### src/rtl/i2c_slave_reg_bank.sv
// Pointer-addressed 8-bit register bank behind the I2C byte controller's slave handshake.
// I2C writes set the pointer then store with auto-increment; reads prefetch with auto-increment.
module i2c_slave_reg_bank #(
  parameter int unsigned       NREGS   = 16,
  parameter int unsigned       AW      = $clog2(NREGS),
  parameter logic [NREGS-1:0]  RO_MASK = '0
) (
  input  logic          clk,
  input  logic          nReset,
  input  logic          slave_act,
  input  logic          slave_dat_avail,
  input  logic          slave_dat_req,
  input  logic [7:0]    rx_byte,
  output logic [7:0]    tx_byte,
  output logic          sl_cont,
  input  logic          loc_we,
  input  logic [AW-1:0] loc_addr,
  input  logic [7:0]    loc_wdata,
  output logic [7:0]    loc_rdata,
  output logic          i2c_wr_strobe,
  output logic [AW-1:0] i2c_wr_addr,
  output logic [7:0]    i2c_wr_data,
  output logic [AW-1:0] reg_ptr
);

  typedef enum logic [2:0] {S_IDLE, S_ADDR, S_PTR, S_DATA, S_CONT} state_t;

  state_t        r_state;
  state_t        r_next;
  logic [7:0]    r_regs [NREGS];
  logic [AW-1:0] r_ptr;
  logic [7:0]    r_tx;
  logic          r_cont;
  logic          r_strobe;
  logic [AW-1:0] r_wr_addr;
  logic [7:0]    r_wr_data;

  logic          w_svc_req;
  logic          w_svc_wr;
  logic          w_i2c_we;
  logic [AW-1:0] w_ptr_inc;

  // A request level has priority over a simultaneous avail level.
  assign w_svc_req = slave_act && slave_dat_req &&
                     ((r_state == S_ADDR) || (r_state == S_DATA));
  assign w_svc_wr  = slave_act && slave_dat_avail && !slave_dat_req && (r_state == S_DATA);
  assign w_i2c_we  = w_svc_wr && !RO_MASK[r_ptr];
  assign w_ptr_inc = r_ptr + 1'b1;

  assign tx_byte       = r_tx;
  assign sl_cont       = r_cont;
  assign i2c_wr_strobe = r_strobe;
  assign i2c_wr_addr   = r_wr_addr;
  assign i2c_wr_data   = r_wr_data;
  assign reg_ptr       = r_ptr;
  assign loc_rdata     = r_regs[loc_addr];

  // Local write is issued last so it overrides an I2C write to the same register.
  always_ff @(posedge clk or negedge nReset) begin
    if (!nReset) begin
      for (int unsigned i = 0; i < NREGS; i++) r_regs[i] <= '0;
    end else begin
      if (w_i2c_we) r_regs[r_ptr] <= rx_byte;
      if (loc_we)   r_regs[loc_addr] <= loc_wdata;
    end
  end

  always_ff @(posedge clk or negedge nReset) begin
    if (!nReset) begin
      r_state   <= S_IDLE;
      r_next    <= S_IDLE;
      r_ptr     <= '0;
      r_tx      <= '0;
      r_cont    <= 1'b0;
      r_strobe  <= 1'b0;
      r_wr_addr <= '0;
      r_wr_data <= '0;
    end else begin
      r_cont   <= 1'b0;
      r_strobe <= 1'b0;
      if ((r_state != S_IDLE) && !slave_act) begin
        r_state <= S_IDLE;
      end else begin
        case (r_state)
          S_IDLE: if (slave_act) r_state <= S_ADDR;
          S_ADDR, S_DATA: begin
            if (w_svc_req) begin
              r_tx    <= r_regs[r_ptr];
              r_ptr   <= w_ptr_inc;
              r_cont  <= 1'b1;
              r_next  <= S_DATA;
              r_state <= S_CONT;
            end else if (slave_dat_avail) begin
              r_cont  <= 1'b1;
              r_state <= S_CONT;
              if (r_state == S_ADDR) begin
                r_next <= S_PTR;
              end else begin
                r_next <= S_DATA;
                r_ptr  <= w_ptr_inc;
                if (w_i2c_we) begin
                  r_strobe  <= 1'b1;
                  r_wr_addr <= r_ptr;
                  r_wr_data <= rx_byte;
                end
              end
            end
          end
          S_PTR: begin
            if (slave_dat_avail) begin
              r_ptr   <= rx_byte[AW-1:0];
              r_cont  <= 1'b1;
              r_next  <= S_DATA;
              r_state <= S_CONT;
            end
          end
          S_CONT: if (!slave_dat_avail && !slave_dat_req) r_state <= r_next;
          default: r_state <= S_IDLE;
        endcase
      end
    end
  end

endmodule
### config.mk
export PLATFORM = sky130hd
export DESIGN_NAME = i2c_slave_reg_bank
export DESIGN_NICKNAME = d
export VERILOG_FILES = /design/src/rtl/i2c_slave_reg_bank.sv
export SDC_FILE = /design/constraint.sdc
export NUM_CORES = 1
export LEC_CHECK = 0
export ABC_AREA = 1
export BUFFER_PORTS_ARGS = -buffer_cell sky130_fd_sc_hd__buf_2
export CAP_MARGIN = 10
export CELL_PAD_IN_SITES_DETAIL_PLACEMENT = 0
export CELL_PAD_IN_SITES_GLOBAL_PLACEMENT = 1
export CORE_MARGIN = 2
export CORE_UTILIZATION = 44
export DETAILED_ROUTE_END_ITERATION = 12
export PLACE_DENSITY_LB_ADDON = 0.15
export SYNTH_ARGS = -nofsm -noshare
export SYNTH_HDL_FRONTEND = slang
export SYNTH_SLANG_ARGS = --single-unit
### constraint.sdc
create_clock -name clk -period 2.3 [get_ports clk]
set_clock_uncertainty 0.2 [all_clocks]
set_input_delay 0.46 -clock clk [delete_from_list [all_inputs] [get_ports clk]]
set_output_delay 0.46 -clock clk [all_outputs]
set_load 0.02 [all_outputs]
==> out/results.ini <==
[yosys]
netlist.top_cell.by_area=dfrtp_1
synth_largest_type_area_fraction_pct=37.9
synth-compound-area-share_pct=7.54
post_synth_mux_area_share_pct=0
largest_family_of_logic_cells_by_synthesized_area=simple AND/OR/NAND/NOR gates
synthSimpleGateAreaFrac_pct=43.7
ys_dominant_reg_cell=dfrtp_1
synth.lib_cells_used.distinct=26
avgSynthCellArea_sq_um=6.28
synth-seq-area-share_pct=37.9
asyncSetResetFlopFracSynth_pct=100
synth_common_cells=679 x nand2_1, 311 x nand3_1, 166 x inv_1
yosys.area_share.adder_pct=0.477
netlist_area_sq_um=10500
ys_warn_count=0
synth.net_count=1700
synth_enable_flop_cells=0
postSynthCellCount=1670
synth_xor_xnor_area_share_pct=0.0835
synth.most_common_cell=nand2_1
ys_top_cells_by_area=dfrtp_1 38%, nand2_1 24%, nand3_1 15%
yosys_register_bits=159

[cells_and_area]
final_core_utilization_pct=55.5
filler_instances=2307
post_layout_nets=1800
area_growth_syn_to_layout_pct=24.2
diodes=0
final_layout_size_suffix_gt1_share_pct=18.4

[clock_tree]
clock-sinks=159
tritoncts_clock_tree=yes
path_clk_slew_ps=80
clk_root_buffer_cell=clkbuf_16
cts-htree-levels=4
max_root_sink_buffers=2
insertion_delay_ps=450
tritoncts_buffers=17

[setup_path]
data_required_time_of_the_critical_path_ps=1640
regToRegEndpoint=r_regs[43]
critPathMaxStageDelay_ps=230
reg2reg_setup_slack_ps=110
r2r_start=reg_ptr[0]
timing.critical_path.from_type=input port
path_class=input port to output port
cp_data_arrival_time_ps=1750
worstPathMaxFanout=5
timing.critical_path.cells=buf_8 -> inv_4 -> nor2_4 -> buf_12 -> buf_16 -> nand2_2 -> o21ai_2 -> o21ai_2 -> nand4_1 -> buf_4
cpMaxStageDelayCell=nand4_1
most_frequent_cell_on_critical_path=o21ai_2
end_kind=output port
reg2reg_depth=10

[die]
initial_utilization_pct=44.7
io_pins=60
coreArea_sq_um=23500
floorplan.die.width_um=158
die_y_um=158
rows=56
die_area_sq_um=25100

[pwr]
sw_frac_of_total_pct=47.1
power_report.internal_total_mw=6.89
share_seq_of_total_power_pct=32.1
static_leakage_nw=6.81
total_power_mw=13.0
vdd.ir_drop.worst_mv=0.731
p_comb_share_pct=45.8
power_density_nw_per_um2=999
power.switching_mw=6.12
power.share.clock_pct=22.0

[worst_hold_path]
min_from=rx_byte[2]
min_to=r_regs[98]
holdPathStages=5
hold_class=input port to register

[timing]
final_min_period_over_clock_period_pct=105
fin_crit_ps=2410
grt_setup_unrepaired=true
final-max-slew-violation-count=0
finalWorstSetupSlack_ps=-105
final_report_setup_violation_count=8
slew_headroom_pct=53.0
worst_slew_pin_slew_ps=705
final-hold-violation-count=0
max_freq_mhz=416

[detailed_routing]
wirelength_mm=45.2
drt_iter0_drc=1463
viasPerCell=5.65
detailroute.via_count=11900
remaining_drc_errors=0
avgRoutedWirePerCell_um=21.5
antenna_violating_nets_post_route=0
first_pass_detailed_route_iteration_total=6

[global_routing]
grt_overflow=0
total_routing_usage_gr_pct=37.0
grt_start_max_net_pins=65
grt_pass1_vias=10900
grt_pass1_wl_mm=68.0
antenna_violations_before_repair=0

[place]
pre_cts_slack_ps=-299
portBuffers=59
dp_hpwl_mm=30.0
gp_congestion=1.06

[flow_run]
max_cap_violations=0

[run_status]
status=finished with violations
failed_checks=setup timing

## power groups by stage
stage	Sequential, mW	Combinational, mW	Clock, mW
finish	4.18	5.97	2.87
global route	4.24	6.54	3.01
CTS	4.15	5.79	2.87
detailed placement	4.18	5.53	0
global placement	4.18	5.50	0
floorplan	4.14	3.42	0
## cell type report
class	count	area, sq um	area share, %
Inverter	190	716	5.49
Sequential cell	159	3980	30.5
Tap cell	319	399	3.06
Timing Repair Buffer	165	1640	12.6
Clock buffer	17	425	3.26
Multi-Input combinational cell	1237	5730	44.0
Clock inverter	15	141	1.08
## kinds of logic after synthesis
| kind of cell | after synthesis |
|---|---|
| buffers and inverters | 274 |
| xor gates and xnor gates | 1 |
| and+or+nand+nor | 1075 |
| DFF | 159 |
| adders and majority gates | 4 |
| AOI/OAI and AO/OA | 157 |
## repair_timing
action | CTS | global route
hold buffers | 1 | 0
gates cloned | 9 | 1
pin swaps | 38 | 24
endpoints found under the hold margin | 37 | 0
buffers inserted | 10 | 0
gates resized for setup | 171 | 36
endpoints found under the setup margin | 8 | 25
## flip-flops by register name, summed over array words and instances (netlist names)
signal,flops
reg_ptr,4
r_next,2
i2c_wr_addr,4
i2c_wr_data,8
tx_byte,8
i2c_wr_strobe,1
r_state,3
r_regs,128
sl_cont,1
## placed cells by master, fill, tap and decap left out, types with 5 or more instances in the layout
master     instances
clkinv_1           5
o21ai_4            5
o21ai_1           46
nor2_2            13
inv_2             30
buf_2             48
nand3_1          311
o21ai_2           36
clkbuf_16         18
inv_1            154
dfrtp_1          157
nand2_1          657
o21ai_0           67
buf_6             13
buf_12            21
nand4_1            8
nor2_1            38
or2_2              7
inv_6              5
nor2_4             9
buf_4             69
buf_16             8
nand2_2           23
## worst max-delay path: cells and delay by family
kind	cells	cell delay [ps]
buffers and inverters	5	650
AO/OA/AOI/OAI	2	270
AND/OR/NAND/NOR	3	350
## stage by stage
stage | cells | hold WS (ps) | instance area, sq um | setup TNS (ps)
floorplan | 1670 | -35.6 | 10500 | 0
global placement | 2062 | 231 | 11800 | -2080
detailed placement | 2062 | 229 | 11800 | -2030
CTS | 2103 | 126 | 13000 | -143
global route | 2102 | 142 | 13000 | -599
finish | 2102 | 132 | 13000 | -480
## worst max path at each step
stage                           start           end  slack, ps  cells after the start
final                     loc_addr[1]  loc_rdata[6]       -110                     10
after floorplan            reg_ptr[1]    r_regs[87]        160                     10
after global routing      loc_addr[1]  loc_rdata[6]       -110                     10
after CTS                 loc_addr[0]  loc_rdata[7]        -40                     10
after global placement    loc_addr[1]  loc_rdata[4]       -310                     10
after detailed placement  loc_addr[1]  loc_rdata[4]       -300                     10
## routing by layer
layer,routed length [um],vias up,track usage (%),share of wire [%]
met5,0,-,0,0
met4,3090,0,22.5,6.8
met3,4100,199,6.26,9.1
met2,20000,702,56.4,44
met1,18100,5492,49.3,40
li1,-,5474,-,-
No activity file was read; power rests on OpenSTA's default activity.
